`config.mk`:
```
export PLATFORM = sky130hd
export DESIGN_NAME = frame_painter
export DESIGN_NICKNAME = d
export VERILOG_FILES = /design/src/rtl/frame_painter.sv
export SDC_FILE = /design/constraint.sdc
export NUM_CORES = 1
export LEC_CHECK = 0
export BUFFER_PORTS_ARGS = -buffer_cell sky130_fd_sc_hd__buf_4
export CORE_MARGIN = 10
export CORE_UTILIZATION = 30
export DETAILED_ROUTE_END_ITERATION = 8
export MAX_ROUTING_LAYER = met4
export PLACE_DENSITY = 0.56
export SLEW_MARGIN = 0
export SYNTH_ARGS = -nofsm -noshare
export SYNTH_HDL_FRONTEND = slang
export SYNTH_SLANG_ARGS = --single-unit
```
`constraint.sdc`:
```
create_clock -name draw_clk -period 2.9 [get_ports draw_clk]
set_input_delay 0.29 -clock draw_clk [delete_from_list [all_inputs] [get_ports draw_clk]]
set_output_delay 0.29 -clock draw_clk [all_outputs]
set_load 0.1 [all_outputs]
```
`src/rtl/frame_painter.sv`:
```
// Frame painter: blanks the framebuffer once per frame, then turns the renderer's
// rx/ry pixel stream into registered framebuffer write strobes.
module frame_painter #(
  parameter int         WIDTH       = 640,
  parameter int         HEIGHT      = 480,
  parameter logic [2:0] BG_COLOR    = 3'b000,
  parameter logic [2:0] SNAKE_COLOR = 3'b010,
  parameter logic [2:0] FOOD_COLOR  = 3'b100
) (
  input  logic       draw_clk,
  input  logic       reset,
  input  logic       frame_tick,
  input  logic [3:0] score,
  input  logic [9:0] rx,
  input  logic [8:0] ry,
  input  logic       write_done,
  output logic       cleared,
  output logic       fb_we,
  output logic [9:0] fb_x,
  output logic [8:0] fb_y,
  output logic [2:0] fb_color,
  output logic       busy,
  output logic       frame_done
);

  typedef enum logic [2:0] {
    S_IDLE,
    S_CLEAR,
    S_HANDOFF,
    S_SETTLE,
    S_DRAW
  } state_t;

  localparam logic [9:0]  X_LAST = 10'(WIDTH - 1);
  localparam logic [8:0]  Y_LAST = 9'(HEIGHT - 1);
  localparam logic [10:0] X_LIM  = 11'(WIDTH);
  localparam logic [9:0]  Y_LIM  = 10'(HEIGHT);
  localparam logic [10:0] N_MAX  = 11'h7FF;

  state_t      r_state, w_state;
  logic        r_cleared, w_cleared;
  logic        r_fb_we, w_fb_we;
  logic [9:0]  r_fb_x, w_fb_x;
  logic [8:0]  r_fb_y, w_fb_y;
  logic [2:0]  r_fb_color, w_fb_color;
  logic        r_frame_done, w_frame_done;
  logic [10:0] r_n, w_n;

  logic [10:0] w_snake_limit;
  logic        w_in_range;

  // Body length in pixels; 15*100 still fits in 11 bits.
  assign w_snake_limit = {7'd0, score} * 11'd100;
  assign w_in_range    = ({1'b0, rx} < X_LIM) && ({1'b0, ry} < Y_LIM);

  // NOTE: every signal written here gets a default first, so no path through the
  // case statement leaves one unassigned and no latch is inferred.
  always_comb begin
    w_state      = r_state;
    w_cleared    = 1'b0;
    w_frame_done = 1'b0;
    w_fb_we      = 1'b0;
    w_fb_x       = r_fb_x;
    w_fb_y       = r_fb_y;
    w_fb_color   = r_fb_color;
    w_n          = r_n;

    unique case (r_state)
      S_IDLE: begin
        if (frame_tick) begin
          w_state    = S_CLEAR;
          w_fb_we    = 1'b1;
          w_fb_x     = '0;
          w_fb_y     = '0;
          w_fb_color = BG_COLOR;
        end
      end

      // fb_x/fb_y double as the sweep counters: the write shown this cycle is (cx, cy).
      S_CLEAR: begin
        if (r_fb_x == X_LAST && r_fb_y == Y_LAST) begin
          w_state   = S_HANDOFF;
          w_cleared = 1'b1;
        end else begin
          w_fb_we = 1'b1;
          if (r_fb_x == X_LAST) begin
            w_fb_x = '0;
            w_fb_y = r_fb_y + 9'd1;
          end else begin
            w_fb_x = r_fb_x + 10'd1;
          end
        end
      end

      S_HANDOFF: begin
        w_state = S_SETTLE;
        w_n     = '0;
      end

      // The renderer's first registered sample after cleared is stale; drop it.
      S_SETTLE: begin
        w_state = S_DRAW;
      end

      S_DRAW: begin
        if (write_done) begin
          w_state      = S_IDLE;
          w_frame_done = 1'b1;
        end else begin
          w_fb_x     = rx;
          w_fb_y     = ry;
          w_fb_we    = w_in_range;
          w_fb_color = (r_n < w_snake_limit) ? SNAKE_COLOR : FOOD_COLOR;
          w_n        = (r_n == N_MAX) ? r_n : r_n + 11'd1;
        end
      end

      default: begin
        w_state = S_IDLE;
      end
    endcase
  end

  // NOTE: sequential state uses non-blocking assignments so every register samples
  // the pre-edge values computed above, independent of statement order.
  always_ff @(posedge draw_clk or negedge reset) begin
    if (!reset) begin
      r_state      <= S_IDLE;
      r_cleared    <= 1'b0;
      r_fb_we      <= 1'b0;
      r_fb_x       <= '0;
      r_fb_y       <= '0;
      r_fb_color   <= '0;
      r_frame_done <= 1'b0;
      r_n          <= '0;
    end else begin
      r_state      <= w_state;
      r_cleared    <= w_cleared;
      r_fb_we      <= w_fb_we;
      r_fb_x       <= w_fb_x;
      r_fb_y       <= w_fb_y;
      r_fb_color   <= w_fb_color;
      r_frame_done <= w_frame_done;
      r_n          <= w_n;
    end
  end

  assign cleared    = r_cleared;
  assign fb_we      = r_fb_we;
  assign fb_x       = r_fb_x;
  assign fb_y       = r_fb_y;
  assign fb_color   = r_fb_color;
  assign frame_done = r_frame_done;
  assign busy       = (r_state != S_IDLE);

endmodule

```
==> results of run 1 <==
## how the worst max path moves through the flow
stage | from | end | depth (start not counted)
floorplan | fb_x[0] | fb_x[0] | 7
global placement | score[0] | fb_color[2] | 11
detailed placement | score[0] | fb_color[2] | 11
CTS | r_state[1] | fb_y[7] | 5
global route | score[0] | fb_color[2] | 11
finish | score[0] | fb_color[2] | 11
## per-stage QoR
stage	hold WS [ps]	cell area (um2)	util (%)	total power, mW
final	240	3200	37.0	1.91
after floorplan	-5.59	2630	-	1.34
after global placement	309	3110	36.0	1.55
after global routing	232	3200	37.0	2.02
after detailed placement	302	3110	36.0	1.56
after CTS	232	3200	37.0	1.93
## routing by layer
metal / up-vias / wire length [um] / global-route usage (%)
met5: - / 0 / -
met4: 0 / 72 / 2.45
met2: 58 / 3490 / 18.7
met1: 1141 / 3560 / 15.0
li1: 1198 / - / -
met3: 6 / 252 / 2.94
## flip-flops by register name, summed over array words and instances, names as in the netlist
| register | flops |
|---|---|
| fb_y | 9 |
| fb_color | 2 |
| fb_x | 10 |
| r_n | 11 |
| cleared | 1 |
| fb_we | 1 |
| frame_done | 1 |
| r_state | 3 |
## critical path, cell delays in order
cell	delay, ps
buf_4	120
ha_1	290
ha_1	240
fa_1	410
xnor2_1	180
ha_1	260
a21oi_1	140
o22ai_1	100
nor2_1	80
o21ai_0	130
a31o_2	270
## where the power goes
| part | leakage [nW] | internal [mW] | switching (mW) |
|---|---|---|---|
| sequential | 0.493 | 0.589 | 0.0968 |
| combinational | 0.843 | 0.219 | 0.645 |
| clock | 0.0431 | 0.183 | 0.177 |
| total | 1.38 | 0.992 | 0.919 |
## synth_stat cells, types with 3 or more instances
cell type  count  area [um2]
a22oi_1        3        22.5
a31oi_1        3        18.8
clkbuf_1       7        26.3
nor2b_1        3        18.8
a32oi_1        4        35.0
nor3b_1        4        30.0
nand3_1       16        80.1
nor2_1        27         101
o21ai_0       22         110
nor3_1        11        55.1
nand2b_1       6        37.5
nor4_1         5        31.3
buf_2          3        15.0
and4_1         3        26.3
xnor2_1        5        43.8
inv_1         14        52.6
xor2_1         4        35.0
nand2_1       19        71.3
dfrtp_1       38         951
ha_1          20         250
o22ai_1        4        25.0
a21oi_1       27         135
nand4_1        6        37.5
## layout by cell type, fill, tap and decap left out, types with 5 or more instances in the layout
master,count
dfrtp_1,38
clkbuf_8,6
o21ai_0,22
buf_4,53
a21oi_1,27
nand4_1,6
inv_1,14
nor3_1,11
xnor2_1,5
nand2_1,19
nor4_1,5
nand3_1,16
nor2_1,27
nand2b_1,6
ha_1,20
## area by class of cell
type | count | area [um2] | area share, %
multi-input cells | 232 | 1570 | 49.1
flip-flops and latches | 38 | 951 | 29.7
repair buffers | 54 | 408 | 12.8
well taps | 108 | 135 | 4.23
clock buffers | 6 | 82.6 | 2.58
inverters | 14 | 52.6 | 1.64
## kinds of logic after synthesis
logic type      count (synthesis)  share of synthesized area, %
flops                          38                          36.2
buf+inv                        26                          4.29
other cells                     1                         0.143
mux                             1                         0.381
compound gates                 87                          22.6
xor+xnor                        9                          3.00
fa+ha+maj                      21                          10.3
simple gates                  113                          23.1
==> impl_results.md, run 1 <==
- Status: finished, final reports clean
- Critical Path Start Type: input port
- Vias in the first global route: around 2,400
- Tightest Pin Transition: 694 ps
- Filler cell count: 887
- Post-detailed-route count of antenna-violating nets: 0
- Min Clock Period, post-route: 2340 ps
- Clock Skew: 5.66 ps
- Worst Path Class, Setup: input port to flop
- Total power divided by cell area: approximately 600 nW/um2
- Gr usage total: between 10% and 20%
- Initial core utilization: between 30% and 40%
- Number of register bits inferred by synthesis: 38
- Weighted congestion reported at the end of routability-driven placement: 0.846
- Number of remaining DRC errors: 0
- # setup viols final: 0
- Buffer cell driving the clock tree root: clkbuf_8
- Worst reg2reg setup slack: about 600 ps
- Chip Width: 114 um
- Post-CTS Setup Repair Bufs: 0
- Chip Height: 114 um
- Max-slew violations: 0
- Clock Pin Slew Worst Setup and Hold Paths: 70 ps
- Required time at the endpoint of the critical path: 3080 ps
- CP max FO: 3
- Fraction of layout cells with a size suffix above 1: 21.2%
- Sinks on Clock Net: 38
- CTS HTree Levels: 2
- Overall via count from detail_route: 2,403
- Total die area: between 10,000 and 15,000 um2
- Placed wire-length estimate after detailed placement: 5550 um
- FMAX: 428 MHz
- Number of enable-type register cells in the synthesized netlist: 0
- I/O pin count: 53
- CORE AREA: 8640 um2
- Critical Path AT: roughly 2500 ps
- Leakage power figure: 1.38 nW
- Final standard cell count with taps included and fillers excluded: 452
- I/O Buffers: 51
- Mean area per synthesized cell: 8.88 um2
- Bufs on Longest Clock Path: 2
- Iteration count of the initial detailed-routing pass: 4
- Global route overflow: 0
- Number of nets at the end of the flow: 393
- Ant. Diodes: 0
- Net count after synthesis: around 340
- Sequential fraction of the synthesis area: between 30% and 40%
- Post-route fraction of the period consumed by the critical path: about four fifths
- Post-synthesis cell count: 296
- Layout area overhead: 21.7%
- Placed cells: 445
- Average routed wire per standard cell: 16.3 um
- Remaining max-slew budget at the tightest pin: 53.3%
- Unrepaired setup endpoints after global routing: false
- Wire length of the first global-routing pass: 12,300 um
- Category of the worst setup path capture point: flop
- Pin count of the biggest net entering global routing: 39
- Antenna violations before repair: 0
- Clock latency on the worst-skew pair: 290 ps
- Pre-CTS setup slack: approximately 270 ps
- Primary FF master, synth: dfrtp_1
- Beginning of the worst hold path: write_done
- R2r endpoint: fb_y[7]
- Reg-to-reg startpoint: r_state[1]
- Endpoint, Worst Hold: frame_done
- Inserted Clock Buffers: 5
- Total Negative Setup Slacks: 0 ps
- Number of rows in the core area: 34
- Largest vdd supply drop: 0.560 mV
- Number of warnings reported in the yosys synthesis log: 0
- Count of cells along the worst register-to-register path: 5
- Post-synthesis async set-or-reset flop share: 100%
- Reported max-cap violation count: 0
- Cells on Worst Hold Path: 2
- Post-detailed-routing wire length: 7370 um
- Number of hold violations in the final report: 0
- Hold-fix buffers at CTS: 1
- CTS tree: yes
- Post-CTS resize count: 0
- Number of DRC markers in iteration 0: 115
- Final worst slack: between 500 and 600 ps
- Routed via count divided by cell count: roughly 5.3
- Post-synthesis cell type count: 56
- Worst hold path type: input port to flop
- Combined area of all synthesized cells: 2630 um2
No activity file was read; power rests on OpenSTA's default activity.
==> run 2, diff against run 1 <==
- clock period: 2.9 -> 2.22 ns (I/O delays scaled with it)
==> run 2 against run 1 <==
  * Worst hold slack got worse by 77 ps
  * Die area did not move
  * Clock skew rose by 2.2 ps
  * Clock power rose by 70%
  * Clock-buffer cell count fell by 1
  * Setup slack got worse by 480 ps
  * Critical endpoint unchanged
  * Largest cell class unchanged
  * Highest routed layer unchanged
==> impl_results.md, run 2 (synthesis gave the netlist of run 1 again) <==
- Highest-count cells in the layout ignoring fill and taps: buf_4, nor2_1, a21oi_1, dfrtp_1, o21ai_0
- Clock Skew: 7.84 ps (+2.18 ps)
- Clock Pin Slew Worst Setup and Hold Paths: 90 ps (+20 ps)
- Sinks on Clock Net: 38 (unchanged)
- Ant. Diodes: 0 (unchanged)
- Register name with the most flops: r_n
- Average routed wire per standard cell: 16.3 um (-0.25%)
- Number of nets at the end of the flow: 407 (+3.6%)
- Final total power: 2.72 mW (+42%)
- Iteration count of the initial detailed-routing pass: 4 (unchanged)
- Placed cells: 459 (+3.1%)
- Final core utilization: 40.2% (+3.2 points)
- Number of hold violations in the final report: 0 (unchanged)
- Number of remaining DRC errors: 0 (unchanged)
- Critical Path Start Type: input port
- Antenna violations before repair: 0 (unchanged)
- CTS HTree Levels: 2 (unchanged)
- Vias in the first global route: 2,554 (+4.5%)
- Routed via count divided by cell count: 5.29 (-0.40%)
- Post-detailed-routing wire length: 7610 um (+3.3%)
- Overall via count from detail_route: 2,478 (+3.1%)
- Leakage power figure: 1.45 nW (+5.1%)
- Final worst slack: 83.8 ps (-477 ps)
- Status: finished, final reports clean
- Critical Path AT: 2330 ps (-190 ps)
- Number of rows in the core area: 34 (unchanged)
- Min Clock Period, post-route: 2140 ps
- CTS tree: yes
- Cell area after placement: 3250 um2 (+4.7%)
- Initial core utilization: 30.4% (unchanged)
- CP max FO: 3 (unchanged)
- Buffer cell driving the clock tree root: clkbuf_8
- Required time at the endpoint of the critical path: 2420 ps (-660 ps)
- Total Negative Setup Slacks: 0 ps (unchanged)
- CORE AREA: 8640 um2 (unchanged)
- Gr usage total: 12.2% (+0.42 points)
- Chip Height: 114 um (unchanged)
- Post-route fraction of the period consumed by the critical path: between 90 and 100%
- Post-detailed-route count of antenna-violating nets: 0 (unchanged)
- Fraction of layout cells with a size suffix above 1: 32.8% (+12 points)
- I/O pin count: 53 (unchanged)
- Inserted Clock Buffers: 5 (unchanged)
- Number of DRC markers in iteration 0: 155 (+35%)
- Reported max-cap violation count: 0 (unchanged)
- Pre-CTS setup slack: -298 ps (-563 ps)
- Global route overflow: 0 (unchanged)
- Final standard cell count with taps included and fillers excluded: 468 (+3.5%)
- Chip Width: 114 um (unchanged)
- Most frequent standard cell in the layout excluding fill and tap cells: buf_4
- Wire length of the first global-routing pass: 12,800 um (+4.0%)
- # setup viols final: 0 (unchanged)
- Largest vdd supply drop: 0.895 mV (+60%)
- Unrepaired setup endpoints after global routing: false
- Total die area: 12,900 um2 (unchanged)
- Bufs on Longest Clock Path: 2 (unchanged)
- Weighted congestion reported at the end of routability-driven placement: 0.827 (-2.2%)
- Placed wire-length estimate after detailed placement: 5700 um (+2.7%)
- Max-slew violations: 0 (unchanged)
- Pin count of the biggest net entering global routing: 39 (unchanged)
- Tightest Pin Transition: 615 ps (-79.3 ps)
- Category of the worst setup path capture point: flop
- Worst hold path type: input port to flop
- Flip-flop count of the largest register after layout: 11 (unchanged)
- Total power divided by cell area: 783 nW/um2 (+31%)
- Post-CTS Setup Repair Bufs: 0 (unchanged)
- FMAX: 468 MHz
- Clock latency on the worst-skew pair: 300 ps (about the same)
- Finished layout cell area: 3470 um2 (+8.5%)
- I/O Buffers: 51 (unchanged)
- Worst-case hold slack: 162 ps (-77.5 ps)
- Worst Path Class, Setup: input port to flop
- Remaining max-slew budget at the tightest pin: 58.7% (+5.4 points)
- Layout area overhead: 32.1%
-- run 2: what timing repair did --
item	CTS	global route
endpoints found under the setup margin	0	2
endpoints found under the hold margin	38	0
resized for setup	0	14
hold buffers	1	0
-- run 2: path summary, 6_finish.rpt --
check | from | end | slack, ps | cells past startpoint
min reg2reg | r_n[0] | r_n[0] | 510 | 1
min | write_done | frame_done | 160 | 2
max in group asynchronous | reset | fb_x[0] | 1390 | 2
max | score[0] | fb_color[2] | 80 | 11
min in group asynchronous | reset | r_n[6] | 430 | 2
max reg2reg | fb_x[7] | fb_y[7] | 170 | 5
-- run 2: power breakdown --
group          switching [mW]  total [mW]  internal (mW)  leakage (nW)
clock network           0.277       0.611          0.335        0.0504
registers               0.122       0.912          0.790         0.470
logic                   0.869        1.20          0.327         0.929
-- run 2: final cells by class --
type | instances | area, um2
clock buffer | 5 | 68.8
clock inverter | 3 | 45.0
fill | 896 | 5160
inverter | 14 | 52.6
multi-input combinational | 232 | 1670
sequential | 38 | 976
tap | 108 | 135
timing repair buffer | 68 | 526
-- run 2: worst max-delay path: stages --
cell	delay [ps]
buf_4	130
ha_1	230
ha_4	180
fa_2	390
xnor2_2	150
ha_1	340
a21oi_2	130
o22ai_1	90
nor2_1	140
o21ai_2	80
a31o_2	250
-- run 2: layer usage --
layer  wire (um)  global-route usage (%)
met3         261                    2.57
met5           0                       -
met2        3710                    19.1
met1        3530                    15.8
met4         105                    3.13
==> run 3, diff against run 2 <==
- ABC_AREA: unset -> 1
- PLACE_DENSITY: 0.56 -> 0.57
- clock period: 2.22 -> 1.7 ns (I/O delays scaled with it)
==> run 3 against run 2 <==
  * The flow now finishes with violations (setup timing)
  * Synthesized cell count is 37% higher
  * Global-route usage is 1.0 points lower
  * Critical path depth is 2 higher
  * Cell area is 16% higher
  * Routed wire length is 5.7% higher
  * Largest power group unchanged
==> impl_results.md, run 3 <==
- Status: finished with violations
- Violations in the final reports: setup timing
- Fraction of layout cells with a size suffix above 1: 31.3% (-1.4 points)
- Largest cells by area after synthesis: dfrtp_1, nand2_1, ha_1, nand3_1, nor2_1
- Remaining max-slew budget at the tightest pin: 65.8% (+7.1 points)
- Number of remaining DRC errors: 0 (unchanged)
- Pre-CTS setup slack: -655 ps (-357 ps)
- Cells along the critical path: buf_8 -> ha_4 -> ha_4 -> fa_2 -> a31o_4 -> xnor2_4 -> ha_4 -> nand2_2 -> nor2_4 -> nand2_1 -> nand3_2 -> nand2_1 -> nand2_1
- Initial core utilization: 30.5% (about the same)
- Overall via count from detail_route: 2,835 (+14%)
- Final standard cell count with taps included and fillers excluded: 618 (+32%)
- Critical Path Start Type: input port
- Post-detailed-route count of antenna-violating nets: 0 (unchanged)
- Number of nets at the end of the flow: 532 (+31%)
- Internal power contribution: 2.11 mW (+45%)
- Highest-count cells in the layout ignoring fill and taps: nand2_1, buf_4, nor2_1, inv_1, nand3_1
- Combined area of all synthesized cells: 2940 um2 (+12%)
- Clock latency on the worst-skew pair: 300 ps (about the same)
- Switching component of the power: 2.20 mW (+74%)
- Total power divided by cell area: 1070 nW/um2 (+37%)
- Antenna violations before repair: 0 (unchanged)
- CTS HTree Levels: 2 (unchanged)
- Layout area overhead: 36.7%
- Ant. Diodes: 0 (unchanged)
- Combinational share of power: 55.1% (+11 points)
- Final core utilization: 41.6% (+1.4 points)
- Share of total power in the clock network: 15.6% (-6.9 points)
- Most frequent standard cell in the layout excluding fill and tap cells: nand2_1
- Register name with the most flops: r_n
- # setup viols final: 2 (+2)
- Category of the worst setup path capture point: flop
- Average routed wire per standard cell: 13.0 um (-20%)
- FMAX: 526 MHz
- Reported max-cap violation count: 0 (unchanged)
- Placed wire-length estimate after detailed placement: 6030 um (+5.7%)
- Placed cells: 601 (+31%)
- Clock Skew: 10.5 ps (+2.66 ps)
- Gr usage total: 11.2% (-1.0 points)
- Post-route fraction of the period consumed by the critical path: 112%
- CTS tree: yes
- Iteration count of the initial detailed-routing pass: 4 (unchanged)
- Chip Height: 119 um (+4.7%)
- Number of rows in the core area: 36 (+5.9%)
- Global route overflow: 0 (unchanged)
- Number of warnings reported in the yosys synthesis log: 0 (unchanged)
- I/O pin count: 53 (unchanged)
- Area leader, netlist: dfrtp_1
- Total die area: 14,100 um2 (+9.6%)
- Flip-flop count of the largest register after layout: 11 (unchanged)
- Worst Path Class, Setup: input port to flop
- Vias in the first global route: 2,722 (+6.6%)
- Worst hold path type: input port to flop
- Routed via count divided by cell count: 4.59 (-13%)
- Share of the synthesized area in the top cell type: 32.4% (-3.8 points)
- Post-synthesis cell type count: 36 (-36%)
- Clock Pin Slew Worst Setup and Hold Paths: 80 ps (about the same)
- Weighted congestion reported at the end of routability-driven placement: 0.815 (-1.4%)
- Tightest Pin Transition: 513 ps (-102 ps)
- CP max stage delay: 350 ps (-40 ps)
- Inserted Clock Buffers: 5 (unchanged)
- Largest vdd supply drop: 0.750 mV (-16%)
- Pin count of the biggest net entering global routing: 39 (unchanged)
- Leakage power figure: 1.97 nW (+36%)
- Min Clock Period, post-route: 1900 ps
- Net count after synthesis: 454 (+32%)
- Critical Path AT: 2140 ps (-190 ps)
- Post-synthesis async set-or-reset flop share: 100% (unchanged)
- Final worst slack: -202 ps (-285 ps)
- Post-synthesis cell count: 406 (+37%)
- Number of enable-type register cells in the synthesized netlist: 0 (unchanged)
- Sinks on Clock Net: 38 (unchanged)
- Number of register bits inferred by synthesis: 38 (unchanged)
- Switch share: 51.1% (+4.5 points)
- Buffer cell driving the clock tree root: clkbuf_8
- Leading cell type by number of instances after synthesis: nand2_1
- Share of power burned in registers: 29.3% (-4.2 points)
- CORE AREA: 9640 um2 (+12%)
- Number of hold violations in the final report: 0 (unchanged)
- Chip Width: 119 um (+4.7%)
- Bufs on Longest Clock Path: 2 (unchanged)
- Required time at the endpoint of the critical path: 1930 ps (-490 ps)
- Commonest cells in the synthesized netlist: nand2_1, dfrtp_1, nor2_1
- Post-detailed-routing wire length: 8040 um (+5.7%)
- Unrepaired setup endpoints after global routing: true
- Number of DRC markers in iteration 0: 177 (+14%)
- CP max stage cell: fa_2
- Primary FF master, synth: dfrtp_1
- I/O Buffers: 51 (unchanged)
- Wire length of the first global-routing pass: 13,000 um (+1.3%)
- Sequential fraction of the synthesis area: 32.4% (-3.8 points)
- CP max FO: 3 (unchanged)
- Max-slew violations: 0 (unchanged)
- Mean area per synthesized cell: 7.23 um2 (-19%)
## run 3: cell types whose count changed in the layout (fill, tap and decap cells not counted), sizes merged, moves of 5 or more
cell,before,now
buf,67,79
nor4,5,0
nand3,16,31
nand2b,6,0
a21oi,27,8
nor2,27,41
nand4,6,14
inv,14,37
nor3,11,4
nand2,19,164
## run 3: final timing paths
| path | from | endpoint | slack (ps) | cells after the start |
|---|---|---|---|---|
| worst max-delay path | score[1] | fb_color[2] | -200 | 13 |
| worst min-delay path | write_done | frame_done | 120 | 3 |
| worst max register to register | fb_y[1] | fb_y[1] | 90 | 10 |
| worst min register to register | fb_color[1] | fb_color[1] | 520 | 2 |
| max in group asynchronous | reset | fb_x[4] | 920 | 2 |
| min in group asynchronous | reset | fb_x[0] | 390 | 2 |
## run 3: per-layer routing
layer  vias up  part of all wire, %  GRT usage, %
li1       1464                    -             -
met5         -                    0             -
met1      1309                   47          14.1
met3        10                  3.7          1.75
met2        52                   48          17.9
met4         0                  1.4          4.05
## run 3: cell families (layout without fill, tap and decap cells)
logic type               after synthesis  after routing  synth area share, %
AO/OA/AOI/OAI                         33             33                 6.74
XOR/XNOR                              12             12                 3.58
other                                  1              1                0.128
flip-flops                            38             38                 32.4
buffers and inverters                 47            125                 7.59
adder cells (fa/ha/maj)               21             21                 9.21
AND/OR/NAND/NOR                      254            255                 40.4
## run 3: per-stage QoR
stage	cell area, um2	power, mW	hold WS (ps)	setup TNS (ps)
finish	4010	4.31	118	-394
global route	4010	4.54	151	-515
CTS	3880	4.17	129	-391
detailed placement	3700	3.48	189	-1310
global placement	3700	3.44	184	-1150
floorplan	3060	2.90	-126	-1000
## run 3: power by group through the flow
stage	clock [mW]	combinational, mW	sequential [mW]
after floorplan	0	0.865	2.04
after global placement	0	2.16	1.28
after detailed placement	0	2.19	1.28
after CTS	0.681	2.22	1.27
after global routing	0.715	2.53	1.29
final	0.672	2.37	1.26
## run 3: area by class of cell
| cell class | instances | area (um2) |
|---|---|---|
| repair buffers | 80 | 647 |
| clock buffers | 7 | 86.3 |
| clock inverters | 1 | 5.00 |
| flip-flops and latches | 38 | 995 |
| inverters | 37 | 141 |
| multi-input cells | 322 | 1970 |
| fillers | 1016 | 5630 |
| well taps | 133 | 166 |
## run 3: timing repair
action	CTS	global route
endpoints found under the setup margin	2	31
resized for setup	14	10
pin swaps	7	4
gates cloned	0	1
hold buffers	1	0
hold endpoints to repair	38	0
buffers inserted	1	6
## run 3: critical path, delay by kind of cell
family | cells | cell delay, ps
adders and majority gates | 4 | 1020
AOI/OAI and AO/OA | 1 | 250
buffers and inverters | 1 | 110
and+or+nand+nor | 6 | 460
xor gates and xnor gates | 1 | 130
